<file path="src/rtl/multiplier_8bit_seq_pkg.sv">
// Shared definitions for the sequential 8x8 multiplier.
// State encodings, step sizing and per-step partial-product shifts.
package multiplier_8bit_seq_pkg;

    typedef enum logic [1:0] {
        IDLE = 2'd0,
        MUL  = 2'd1,
        FIN  = 2'd2
    } state_t;

    localparam int STEP_W     = 2;
    localparam int STEP_COUNT = 4;

    localparam logic [STEP_W-1:0] STEP_LAST = STEP_W'(STEP_COUNT - 1);

    // Weight of each nibble product: lo*lo, hi*lo, lo*hi, hi*hi.
    function automatic logic [3:0] shift_amt(input logic [STEP_W-1:0] s);
        logic [3:0] r;
        unique case (s)
            2'd0:    r = 4'd0;
            2'd1:    r = 4'd4;
            2'd2:    r = 4'd4;
            default: r = 4'd8;
        endcase
        return r;
    endfunction

endpackage

</file>
<file path="src/rtl/multiplier_8bit_seq_core.sv">
// Combinational 4x4 unsigned multiplier core.
// Ports: A, B (4-bit operands), PRODUCT (8-bit result).
module multiplier_4bit (
    input  logic [3:0] A,
    input  logic [3:0] B,
    output logic [7:0] PRODUCT
);

    assign PRODUCT = {4'b0, A} * {4'b0, B};

endmodule

</file>
<file path="src/rtl/multiplier_8bit_seq.sv">
// Sequential 8x8 unsigned multiplier time-sharing one 4x4 core.
// Ports: clk, rst, START, A, B in; BUSY, DONE, PRODUCT out.
module multiplier_8bit_seq
    import multiplier_8bit_seq_pkg::*;
(
    input  logic        clk,
    input  logic        rst,
    input  logic        START,
    input  logic [7:0]  A,
    input  logic [7:0]  B,
    output logic        BUSY,
    output logic        DONE,
    output logic [15:0] PRODUCT
);

    state_t            state;
    state_t            state_next;
    logic [STEP_W-1:0] step;
    logic [7:0]        a_reg;
    logic [7:0]        b_reg;
    logic [15:0]       acc;
    logic [15:0]       prod_reg;
    logic [3:0]        nib_a;
    logic [3:0]        nib_b;
    logic [7:0]        pp;
    logic [15:0]       pp_shifted;
    logic              accept;

    // START is honoured whenever no multiply is running, including FIN.
    assign accept = START && (state != MUL);

    always_ff @(posedge clk) begin
        if (rst) begin
            state <= IDLE;
        end else begin
            state <= state_next;
        end
    end

    always_comb begin
        state_next = state;
        unique case (state)
            IDLE: begin
                if (START) state_next = MUL;
            end
            MUL: begin
                if (step == STEP_LAST) state_next = FIN;
            end
            FIN: begin
                state_next = START ? MUL : IDLE;
            end
            default: state_next = IDLE;
        endcase
    end

    always_comb begin
        BUSY = (state == MUL);
        DONE = (state == FIN);
    end

    // step[0] picks the A nibble, step[1] the B nibble.
    always_comb begin
        nib_a = step[0] ? a_reg[7:4] : a_reg[3:0];
        nib_b = step[1] ? b_reg[7:4] : b_reg[3:0];
    end

    multiplier_4bit u_core (
        .A       (nib_a),
        .B       (nib_b),
        .PRODUCT (pp)
    );

    assign pp_shifted = {8'b0, pp} << shift_amt(step);

    always_ff @(posedge clk) begin
        if (rst) begin
            a_reg    <= '0;
            b_reg    <= '0;
            acc      <= '0;
            step     <= '0;
            prod_reg <= '0;
        end else if (accept) begin
            a_reg <= A;
            b_reg <= B;
            acc   <= '0;
            step  <= '0;
        end else if (state == MUL) begin
            acc  <= acc + pp_shifted;
            step <= step + 1'b1;
            if (step == STEP_LAST) begin
                prod_reg <= acc + pp_shifted;
            end
        end
    end

    assign PRODUCT = prod_reg;

endmodule

</file>
<file path="config.mk">
export PLATFORM = sky130hd
export DESIGN_NAME = multiplier_8bit_seq
export DESIGN_NICKNAME = d
export VERILOG_FILES = /design/src/rtl/multiplier_8bit_seq_pkg.sv /design/src/rtl/multiplier_8bit_seq_core.sv /design/src/rtl/multiplier_8bit_seq.sv
export SDC_FILE = /design/constraint.sdc
export NUM_CORES = 1
export LEC_CHECK = 0
export ABC_AREA = 1
export CAP_MARGIN = 20
export CORE_ASPECT_RATIO = 0.7
export CORE_MARGIN = 8
export CORE_UTILIZATION = 45
export CTS_BUF_LIST = sky130_fd_sc_hd__clkbuf_8
export DETAILED_ROUTE_END_ITERATION = 7
export PLACE_DENSITY = 0.68
export SETUP_SLACK_MARGIN = 0.3
export SLEW_MARGIN = 10
export SYNTH_ARGS = -nofsm -noshare
export SYNTH_HDL_FRONTEND = slang
export SYNTH_SLANG_ARGS = --single-unit
</file>
<file path="constraint.sdc">
create_clock -name clk -period 12.5 [get_ports clk]
set_clock_uncertainty 0.05 [all_clocks]
set_input_delay 3.75 -clock clk [delete_from_list [all_inputs] [get_ports clk]]
set_output_delay 3.75 -clock clk [all_outputs]
set_load 0.005 [all_outputs]
</file>
==> Yosys cells after proc, flatten, opt, wreduce, memory -nomap -nowiden <==
Cells that the tools add are included.
{ "op_classes": {"muxes": 7, "addsub": 2, "eq_ne": 8, "n_shift": 1, "multipliers": 1, "n_bitwise": 1, "n_reduce_logical": 7} }
{ "ops": {"columns": ["operator", "n"], "rows": [
  ["16-bit adder", 1],
  ["8-bit by 4-bit << shifter with 16-bit output", 1],
  ["4-bit by 4-bit multiplier with 8-bit output", 1],
  ["4-bit two-way mux", 2],
  ["4-bit one-hot mux with 2 select lines", 1],
  ["2-bit equality test, second input constant", 3],
  ["2-bit one-hot mux with 3 select lines", 1],
  ["2-bit by 1-bit equality test with 1-bit output, second input constant", 2],
  ["2-bit zero test", 2],
  ["2-bit two-way mux", 2],
  ["2-bit by 1-bit != test with 1-bit output, second input constant", 2],
  ["2-bit OR reduction", 2],
  ["3-bit AND reduction", 1],
  ["2-bit by 1-bit adder with 2-bit output, second input constant", 1],
  ["2-bit != test, second input constant", 1],
  ["2-bit AND reduction", 1],
  ["1-bit logical AND", 1],
  ["1-bit two-way mux", 1],
  ["1-bit NOT", 1]
]} }
{ "totals": {"wordCells": 33, "output_inout_bits": 18, "inputBits": 19, "regBits": 52} }

==> Logic depth before layout (Yosys ltp) <==
Gate-level depths: netlist (run 1).
{ "logic_depth": {"ltp_word": 5, "ltp_mapped": 28, "mapped_depth_nobuf": 28} }

==> Cells and area by module <==
From an unflattened synthesis (run 1), not the netlist that was laid out.
{ "unflattened": {"cells_unflattened": 569, "hier_area_um2": 3627.2} }
{ "by_module_without_submodules": {"columns": ["mod", "area_each_um2", "cells_each", "instances", "seq_area_each_um2"], "rows": [
  ["multiplier_8bit_seq", 3164.3, 499, 1, 1041.0],
  ["multiplier_4bit", 462.9, 70, 1, 0.0]
]} }

==> Worst setup path before layout (run 1) <==
Ideal clock, no wire load.
{ "synth_timing": {"path_type": "reg-to-output", "start": "register state[0]", "end": "output port BUSY", "path_stages_with_launch": 4, "n_path_buf": 1, "t_arrival_ps": 842, "required_ps": 8700, "slack_ps": 7858, "cell_sequence": "dfxtp_1 -> inv_2 -> nor2_4 -> clkbuf_1"} }
{ "synth_between": {"elab_chain_len": 1} }
{ "synth_lines": {"columns": ["item", "line", "rtl"], "rows": [
  ["start: declaration", "multiplier_8bit_seq.sv:16", "state_t state;"],
  ["start signal: assignment", "multiplier_8bit_seq.sv:36", "state <= state_next;"],
  ["2-bit by 1-bit equality test with 1-bit output", "multiplier_8bit_seq.sv:57", "BUSY = (state == MUL);"],
  ["end: declaration", "multiplier_8bit_seq.sv:11", "output logic BUSY,"]
]} }
Every way passes these cells.

==> Worst setup path in the final report (run 1) <==
Ends and elaborated chain as after synthesis.

==> flow_metrics.tcl, run 1 <==
set metrics [dict create \
    nNetsFinal 572 \
    async_flop_share 0 \
    rsz0062_at_grt "no" \
    finalSetupViolCount 0 \
    slowest_delay_ps 630 \
    relSlewSlack 0.4944 \
    initial_core_util 0.4653 \
    crit_slowest_cell "clkdlybuf4s50_1" \
    end_kind "primary output" \
    grt_usage 0.1609 \
    crit_chain "inv_2 -> nor2_4 -> clkdlybuf4s50_1" \
    synth-seq-area-share 0.3057 \
    die_width_um 120.0 \
    cts.sinks 52 \
    required_ps 8700 \
    diodes 0 \
    maxSlewViolCount 0 \
    via_per_inst 4.989 \
    synth.most_common_cell "nand2_1" \
    antenna_left 0 \
    power_mw 0.3792 \
    worst_slew_pin_slew_ps 757.6 \
    yosys_register_bits 52 \
    clock_path_buffers 2 \
    post_cts_resized 0 \
    ctsRootBufferMaster "clkbuf_8" \
    fin_setup_tns_ps 0 \
    numCtsBuffers 5 \
    syn_nets 543 \
    synth-edff-count 0 \
    boundaryPins 37 \
    cts_setup_buffers 0 \
    htreeDepth 2 \
    synth_xor_area_frac 0.02829 \
    synth_top_cell_by_area "dfxtp_1" \
    p_per_area_nw_per_um2 96.35 \
    yosysWarnings 0 \
    hold_violations 0 \
    drt_iter0_drc 165 \
    synth-simple-area-share 0.2737 \
    worstSetupPathType "reg2out" \
    grt_first_pass_wirelength_um 13820 \
    synth_top_family_by_area "simple AND/OR/NAND/NOR gates" \
    finalCritPeriodShare 0.4563 \
    peakVddDrop_mv 0.05790 \
    post_drt_wl_per_cell_um 13.50 \
    place.detailed.hpwl_um 6592 \
    yosys-top-cells-area "dfxtp_1 (31%), ha_1 (10%), nand2_1 (9.6%)" \
    vias 3088 \
    whs_ps 411.3 \
    grt_pass1_vias 2888 \
    worstPathMaxFanout 27 \
    min_path_type "reg2reg" \
    dp_slack_ps 6988 \
    synth_area_per_cell_um2 6.936 \
    wirelength_um 8355 \
    grt_overflow 0 \
    synthAdderAreaFrac 0.1323 \
    ys.flop_type "dfxtp_1" \
    die_h_um 88.79 \
    period_minus_slack_ps 5703 \
    crit_family "buffers and inverters" \
    clock_latency_ps 310 \
    port_buffers 36 \
    drive_above_1_share 0.05758 \
    drv_cap 0 \
    antenna_found_initial 0 \
    yosysUniqueCellTypes 37 \
    muxShareOfSynthArea 0.005878 \
    arrival_ps 1900 \
    rows 26 \
    syn_area_um2 3406 \
    worstSetupStartpointType "flip-flop" \
    crit_buf_inv 2 \
    status "complete, no violations" \
    synth_compound_area_frac 0.1532 \
    drc 0 \
    grt_max_degree 30 \
    drt_pass1_iterations 5 \
    gp_congestion 0.9081 \
    fin_ws_ps 6797 \
    fmax_mhz 175.3 \
    cts_tree "yes" \
    hold_buffers 0 \
    core_um2 7320 \
    synth.top_cell.area_share 0.3057 \
    cts.reportedPaths.clkPinSlew_ps 100 \
    ys_top_cells_by_count "nand2_1 (87), nor2_1 (69), inv_1 (65)" \
    syn2layout_area_growth_pct 15.58 \
    die_area_um2 10650 \
    p_leak_nw 1.973 \
    postSynthCellCount 491 \
]
-- layout by cell type (no fill, tap or decap), drive strengths merged, types with 2 or more instances in the layout --
| master | count |
|---|---|
| a21o | 3 |
| a21oi | 29 |
| clkbuf | 5 |
| clkdlybuf4s50 | 36 |
| dfxtp | 52 |
| fa | 5 |
| ha | 28 |
| inv | 75 |
| mux2i | 2 |
| nand2 | 88 |
| nand3 | 36 |
| nand4 | 3 |
| nor2 | 75 |
| nor3 | 3 |
| o211ai | 4 |
| o21a | 4 |
| o21ai | 41 |
| o21bai | 7 |
| o22ai | 3 |
| or2 | 7 |
| xnor2 | 4 |
| xor2 | 7 |
-- power breakdown --
part	switching (mW)	total (mW)	internal, mW
clock network	0.0598	0.120	0.0598
registers	0.00431	0.178	0.173
logic	0.0523	0.0821	0.0298
-- layer usage --
layer | up-vias | track usage | part of all wire
met2 | 73 | 0.2361 | 0.39
met5 | - | 0 | 0
met4 | 0 | 0.03499 | 0.0078
met3 | 7 | 0.03314 | 0.051
met1 | 1373 | 0.2342 | 0.55
li1 | 1635 | - | -
-- cell families after synthesis --
| family | Yosys count |
|---|---|
| and+or+nand+nor | 213 |
| AOI/OAI and AO/OA | 92 |
| buffers and inverters | 88 |
| DFF | 52 |
| adders and majority gates | 33 |
| xor gates and xnor gates | 11 |
| muxes | 2 |
-- cell type report --
cell class / count / area (um2)
fillers: 756 / 3383
repair buffers: 36 / 360.3
multi-input cells: 351 / 2021
clock inverters: 3 / 42.54
well taps: 98 / 122.6
inverters: 74 / 280.3
flip-flops and latches: 52 / 1041
clock buffers: 5 / 68.82
-- final timing paths --
kind / startpoint / endpoint / slack [ps] / cells after the start
hold reg to reg: a_reg[5] / a_reg[5] / 410 / 2
setup reg to reg: step[1] / PRODUCT[11] / 7120 / 21
hold / removal: a_reg[5] / a_reg[5] / 410 / 2
setup / recovery: state[0] / BUSY / 6800 / 3
-- worst min-delay path: cells and delay by family (launching register included) --
kind,cells,cell delay (ps)
buffers and inverters,1,60
DFF,1,310
AOI/OAI and AO/OA,1,50
-- stage by stage --
stage	util	instance area (um2)	std cells
final	0.5378	3936	619
after global placement	0.5226	3825	611
after detailed placement	0.5226	3825	611
after global routing	0.5378	3936	619
after CTS	0.5378	3936	619
after floorplan	-	3406	491
(Power assumes the default switching activity.)
==> inputs of run 2 (changes only) <==
==> constraint.sdc (replaced) <==
create_clock -name clk -period 5.7 [get_ports clk]
set_clock_uncertainty 0.05 [all_clocks]
set_input_delay 1.71 -clock clk [delete_from_list [all_inputs] [get_ports clk]]
set_output_delay 1.71 -clock clk [all_outputs]
set_load 0.005 [all_outputs]
==> run 2 against run 1 <==
  * Total power grew 110%
  * Core utilization fell by 0.17 points
  * Cell count stayed put
  * Global-route usage is 0.17 points higher
  * Critical endpoint is now PRODUCT[10]
  * Design area down 0.32%
  * First-iteration DRC count is 18% higher
  * Routed wire length rose by 0.79%
  * Sequential power is 120% higher
  * Clock power rose by 87%
  * Setup slack got worse by 6000 ps
==> flow_metrics.tcl, run 2 (synthesis gave the netlist of run 1 again) <==
set metrics [dict create \
    cts_tree "yes" \
    boundaryPins 37 \
    drc 0 \
    peakVddDrop_mv 0.1333 \
    p_leak_nw 1.960 \
    worstSetupStartpoint "step[1]" \
    htreeDepth 2 \
    design_area_um2 3924 \
    initial_core_util 0.4653 \
    worstSetupStartpointType "flip-flop" \
    drt_iter0_drc 194 \
    p_per_area_nw_per_um2 202.5 \
    wirelength_um 8421 \
    grt_first_pass_wirelength_um 14070 \
    layout_common_cells "nand2_1 (87), nor2_1 (69), inv_1 (65)" \
    drive_above_1_share 0.06334 \
    status "complete, no violations" \
    finalSetupViolCount 0 \
    required_ps 5910 \
    core_um2 7320 \
    worstPathMaxFanout 9 \
    die_h_um 88.79 \
    worstSetupPathType "reg2reg" \
    grt_overflow 0 \
    clock_path_buffers 2 \
    relSlewSlack 0.4207 \
    place.detailed.hpwl_um 6675 \
    arrival_ps 5090 \
    gp_congestion 0.9156 \
    via_per_inst 4.984 \
    end_kind "flip-flop" \
    antenna_left 0 \
    vias 3085 \
    cts.sinks 52 \
    diodes 0 \
    cts_setup_buffers 0 \
    cts.reportedPaths.clkPinSlew_ps 100 \
    fin_setup_tns_ps 0 \
    syn2layout_area_growth_pct 15.21 \
    port_buffers 36 \
    maxSlewViolCount 0 \
    nFillCells 733 \
    post_dp_cell_area_um2 3825 \
    numCtsBuffers 5 \
    die_width_um 120.0 \
    rsz0062_at_grt "no" \
    clock_latency_ps 310 \
    worstHoldStart "a_reg[5]" \
    antenna_found_initial 0 \
    drt_pass1_iterations 6 \
    min_path_type "reg2reg" \
    worst_slew_pin_slew_ps 868.1 \
    post_drt_wl_per_cell_um 13.60 \
    r2r_start "step[1]" \
    grt_usage 0.1626 \
    r2r_slack_ps 820 \
    layout_commonest_cell "nand2_1" \
    fmax_mhz 205.0 \
    nNetsFinal 572 \
    finalCritPeriodShare 0.8560 \
    grt_max_degree 30 \
    die_area_um2 10650 \
    period_minus_slack_ps 4879 \
    drv_cap 0 \
    ctsRootBufferMaster "clkbuf_8" \
    rows 26 \
    grt_pass1_vias 2882 \
    hold_violations 0 \
]
==> run 2: cell types whose count changed in the layout (fill, tap and decap cells not counted), sizes merged <==
cell | before | now
clkinvlp | 0 | 1
bufinv | 1 | 0
clkinv | 1 | 2
inv | 75 | 74
==> run 2: final timing paths <==
kind | to | cells past startpoint
setup / recovery | PRODUCT[10] | 23
hold / removal | a_reg[5] | 2
setup reg to reg | PRODUCT[10] | 23
hold reg to reg | a_reg[5] | 2
==> run 2: area by class of cell <==
cell class / count / area, um2 / share of cell area
inverters: 74 / 280.3 / 0.07143
flip-flops and latches: 52 / 1044 / 0.2659
well taps: 98 / 122.6 / 0.03125
multi-input cells: 351 / 2021 / 0.5150
repair buffers: 36 / 360.3 / 0.09184
clock buffers: 5 / 68.82 / 0.01754
clock inverters: 3 / 27.53 / 0.007015
==> run 2: worst max-delay path, cell delays in order, from the launching register on <==
cell	delay, ps
dfxtp_2	380
nand2_1	90
o21ai_0	160
or2_2	350
fa_1	540
inv_1	60
fa_1	560
inv_1	60
fa_1	450
o21ai_0	260
xnor2_1	200
nand2_1	70
o21ai_0	120
nor2_1	80
ha_1	380
nand2_1	80
nor2_1	140
nand3_1	120
nand3_2	120
inv_1	60
or2_1	220
nand3_1	100
o211ai_1	90
inv_1	90
==> run 2: layer usage <==
layer  vias to the layer above  wire, um  GRT usage
met3                         4       449    0.03314
met1                      1381      4659     0.2411
li1                       1633         -          -
met5                         -         0          0
met4                         0        45    0.02709
met2                        67      3266     0.2366
==> run 2: through the flow <==
step / std cells / power [mW] / utilization / worst slack (ps) / hold WS [ps]
after floorplan: 491 / 0.5251 / - / 1153 / 379.3
after global placement: 611 / 0.5732 / 0.5226 / 910.5 / 401.3
after detailed placement: 611 / 0.5753 / 0.5226 / 794.1 / 409.7
after CTS: 619 / 0.7991 / 0.5357 / 761.0 / 424.7
after global routing: 619 / 0.8418 / 0.5361 / 394.3 / 446.3
final: 619 / 0.7944 / 0.5361 / 821.1 / 422.2
==> run 2: where the power goes <==
part	switching (mW)	internal [mW]	total [mW]
registers	0.0104	0.380	0.391
logic	0.114	0.0651	0.179
clock network	0.134	0.0904	0.225
total	0.259	0.536	0.794
==> run 2: timing repair <==
action,CTS,global route
endpoints found under the setup margin,0,3
hold buffers,0,0
resized for setup,0,2
==> edit (config.mk and constraints of run 2) <==
Re-encode `state_t` (3 states) as one-hot, 3 bits wide.
--- a/src/rtl/multiplier_8bit_seq_pkg.sv
+++ b/src/rtl/multiplier_8bit_seq_pkg.sv
@@ -3,8 +3,8 @@
 package multiplier_8bit_seq_pkg;
 
-    typedef enum logic [1:0] {
-        IDLE = 2'd0,
-        MUL  = 2'd1,
-        FIN  = 2'd2
+    typedef enum logic [2:0] {
+        IDLE = 3'b001,
+        MUL  = 3'b010,
+        FIN  = 3'b100
     } state_t;
 
Function: no difference found for any inputs over 4 cycles, from zero or initial values and one cycle with rst high; so few cycles prove little.
==> edit against run 2 <==
Power fell by 0.81%; design area rose by 1.0%; sequential cell count rose by 1; count of clock-buffer cells in the layout did not move; area after synthesis rose by 1.0%; wire length rose by 11%; worst hold slack barely moved; worst setup slack got worse by 0.26 ns; critical path type unchanged; critical endpoint is now PRODUCT[9]; highest routed layer unchanged.
==> edit: results (changes against run 2) <==
\begin{tabular}{lr}
\hline
Metric & Value \\
\hline
\multicolumn{2}{l}{\textbf{STA}} \\
Min Hold Slack & 0.4220 ns (was 0.4222 ns) \\
Final setup margin & 0.5628 ns (was 0.8211 ns) \\
\multicolumn{2}{l}{\textbf{CTS}} \\
Clock transition at the register clock pins on the worst setup and hold paths after CTS & 0.12 ns (was 0.10 ns) \\
\multicolumn{2}{l}{\textbf{Placement}} \\
Weighted congestion reported at the end of routability-driven placement & 0.8953 (was 0.9156) \\
Post-Place Cell Area & 3862 um2 (was 3825 um2) \\
Total half-perimeter wirelength after legalization and detailed placement & 7168 um (was 6675 um) \\
DP Worst Slack & 0.6589 ns (was 0.7941 ns) \\
\multicolumn{2}{l}{\textbf{Drt}} \\
Count of TritonRoute iterations in the first routing pass & 4 (was 6) \\
Via count of the routed design & 3234 (was 3085) \\
Violation count after the first detailed-routing iteration & 208 (was 194) \\
Met1 wire length & 4959 um (was 4659 um) \\
Amount of wire on met3 after detailed routing & 916 um (was 449 um) \\
\multicolumn{2}{l}{\textbf{Synth}} \\
Dominant cells by area after synthesis & dfxtp\_1 31\%, ha\_1 10\%, nand2\_1 9.3\%, nor2\_1 8.7\%, inv\_1 7.3\% (was dfxtp\_1 31\%, ha\_1 10\%, nand2\_1 9.6\%, nor2\_1 7.6\%, inv\_1 7.2\%) \\
Most numerous cell types in the synthesized netlist & 85 x nand2\_1, 80 x nor2\_1, 67 x inv\_1 (was 87 x nand2\_1, 69 x nor2\_1, 65 x inv\_1) \\
Area fraction of the dominant cell type after synthesis & 0.3084 (was 0.3057) \\
Seq/Total Area, Yosys & 0.3084 (was 0.3057) \\
\multicolumn{2}{l}{\textbf{Cells and area}} \\
Share of cells above drive strength 1 & 0.04690 (was 0.06334) \\
Final layout net count & 584 (was 572) \\
\multicolumn{2}{l}{\textbf{GRT}} \\
Tot GR Track Use & 0.1773 (was 0.1626) \\
Met3 GRT Util & 0.05741 (was 0.03314) \\
Pin count of the biggest net entering global routing & 29 (was 30) \\
Via count of the first global-routing pass & 3022 (was 2882) \\
Met1 Track Usage GR & 0.2643 (was 0.2411) \\
\multicolumn{2}{l}{\textbf{Critical path}} \\
Worst path arrival time & 5.34 ns (was 5.09 ns) \\
Worst r2r dst & PRODUCT[9] (was PRODUCT[10]) \\
\multicolumn{2}{l}{\textbf{Power and ir drop}} \\
Clock power share & 0.305 (was 0.283) \\
Max IR drop VDD & 162.9 uV (was 133.3 uV) \\
\multicolumn{2}{l}{\textbf{Outcome}} \\
Result of the run & completed (unchanged) \\
\hline
\end{tabular}
edit: changes by cell type in the layout (fill, tap and decap cells not counted), sizes merged, moves of 3 or more:
cell    change
o21a        +3
a21oi       +6
nand3       -6
inv         -3
nor2        +9
buf         +3
o21bai      -3
nand2       -3
edit: cells by family (layout without fill, tap and decap cells):
family	after synthesis	after routing	share of synthesized area
xor+xnor	11	11	0.02800
flops	53	53	0.3084
fa+ha+maj	33	33	0.1309
compound gates	100	100	0.1625
simple gates	215	215	0.2615
mux	2	2	0.005818
buf+inv	88	119	0.1029
edit: critical path, cell delays in order, from the launching register on:
cell	delay, ns
dfxtp_1	0.50
o21ai_0	0.24
or2_2	0.37
fa_1	0.53
inv_1	0.05
fa_1	0.56
inv_1	0.07
fa_1	0.46
o21ai_0	0.22
xnor2_1	0.19
nand2_1	0.07
o21ai_0	0.13
nor2_1	0.08
ha_1	0.39
nand2_1	0.08
inv_1	0.09
nand2_1	0.08
o21bai_1	0.26
xor2_1	0.40
nand2_1	0.10
a21oi_1	0.14
edit: final cells by class:
cell class                      count  area, um2
Tap cell                           98      122.6
Inverter                           72      270.3
Multi-Input combinational cell    361       2029
Clock inverter                      3      28.78
Clock buffer                        5      68.82
Timing Repair Buffer               39      382.9
Sequential cell                    53       1061
Fill cell                         754       3388
edit: power groups by stage:
stage	combinational (uW)	clock (uW)	sequential (uW)
floorplan	107	0	401
global placement	146	0	404
detailed placement	149	0	404
CTS	150	247	396
global route	170	262	398
finish	152	240	396
edit: metrics by stage:
stage / total power, uW / utilization / std cells
5_1_grt: 830.2 / 0.5391 / 631
3_5_place_dp: 552.9 / 0.5254 / 623
6_report: 788.0 / 0.5391 / 631
4_1_cts: 792.7 / 0.5386 / 631
2_1_floorplan: 507.8 / - / 502
3_3_place_gp: 550.0 / 0.5254 / 623
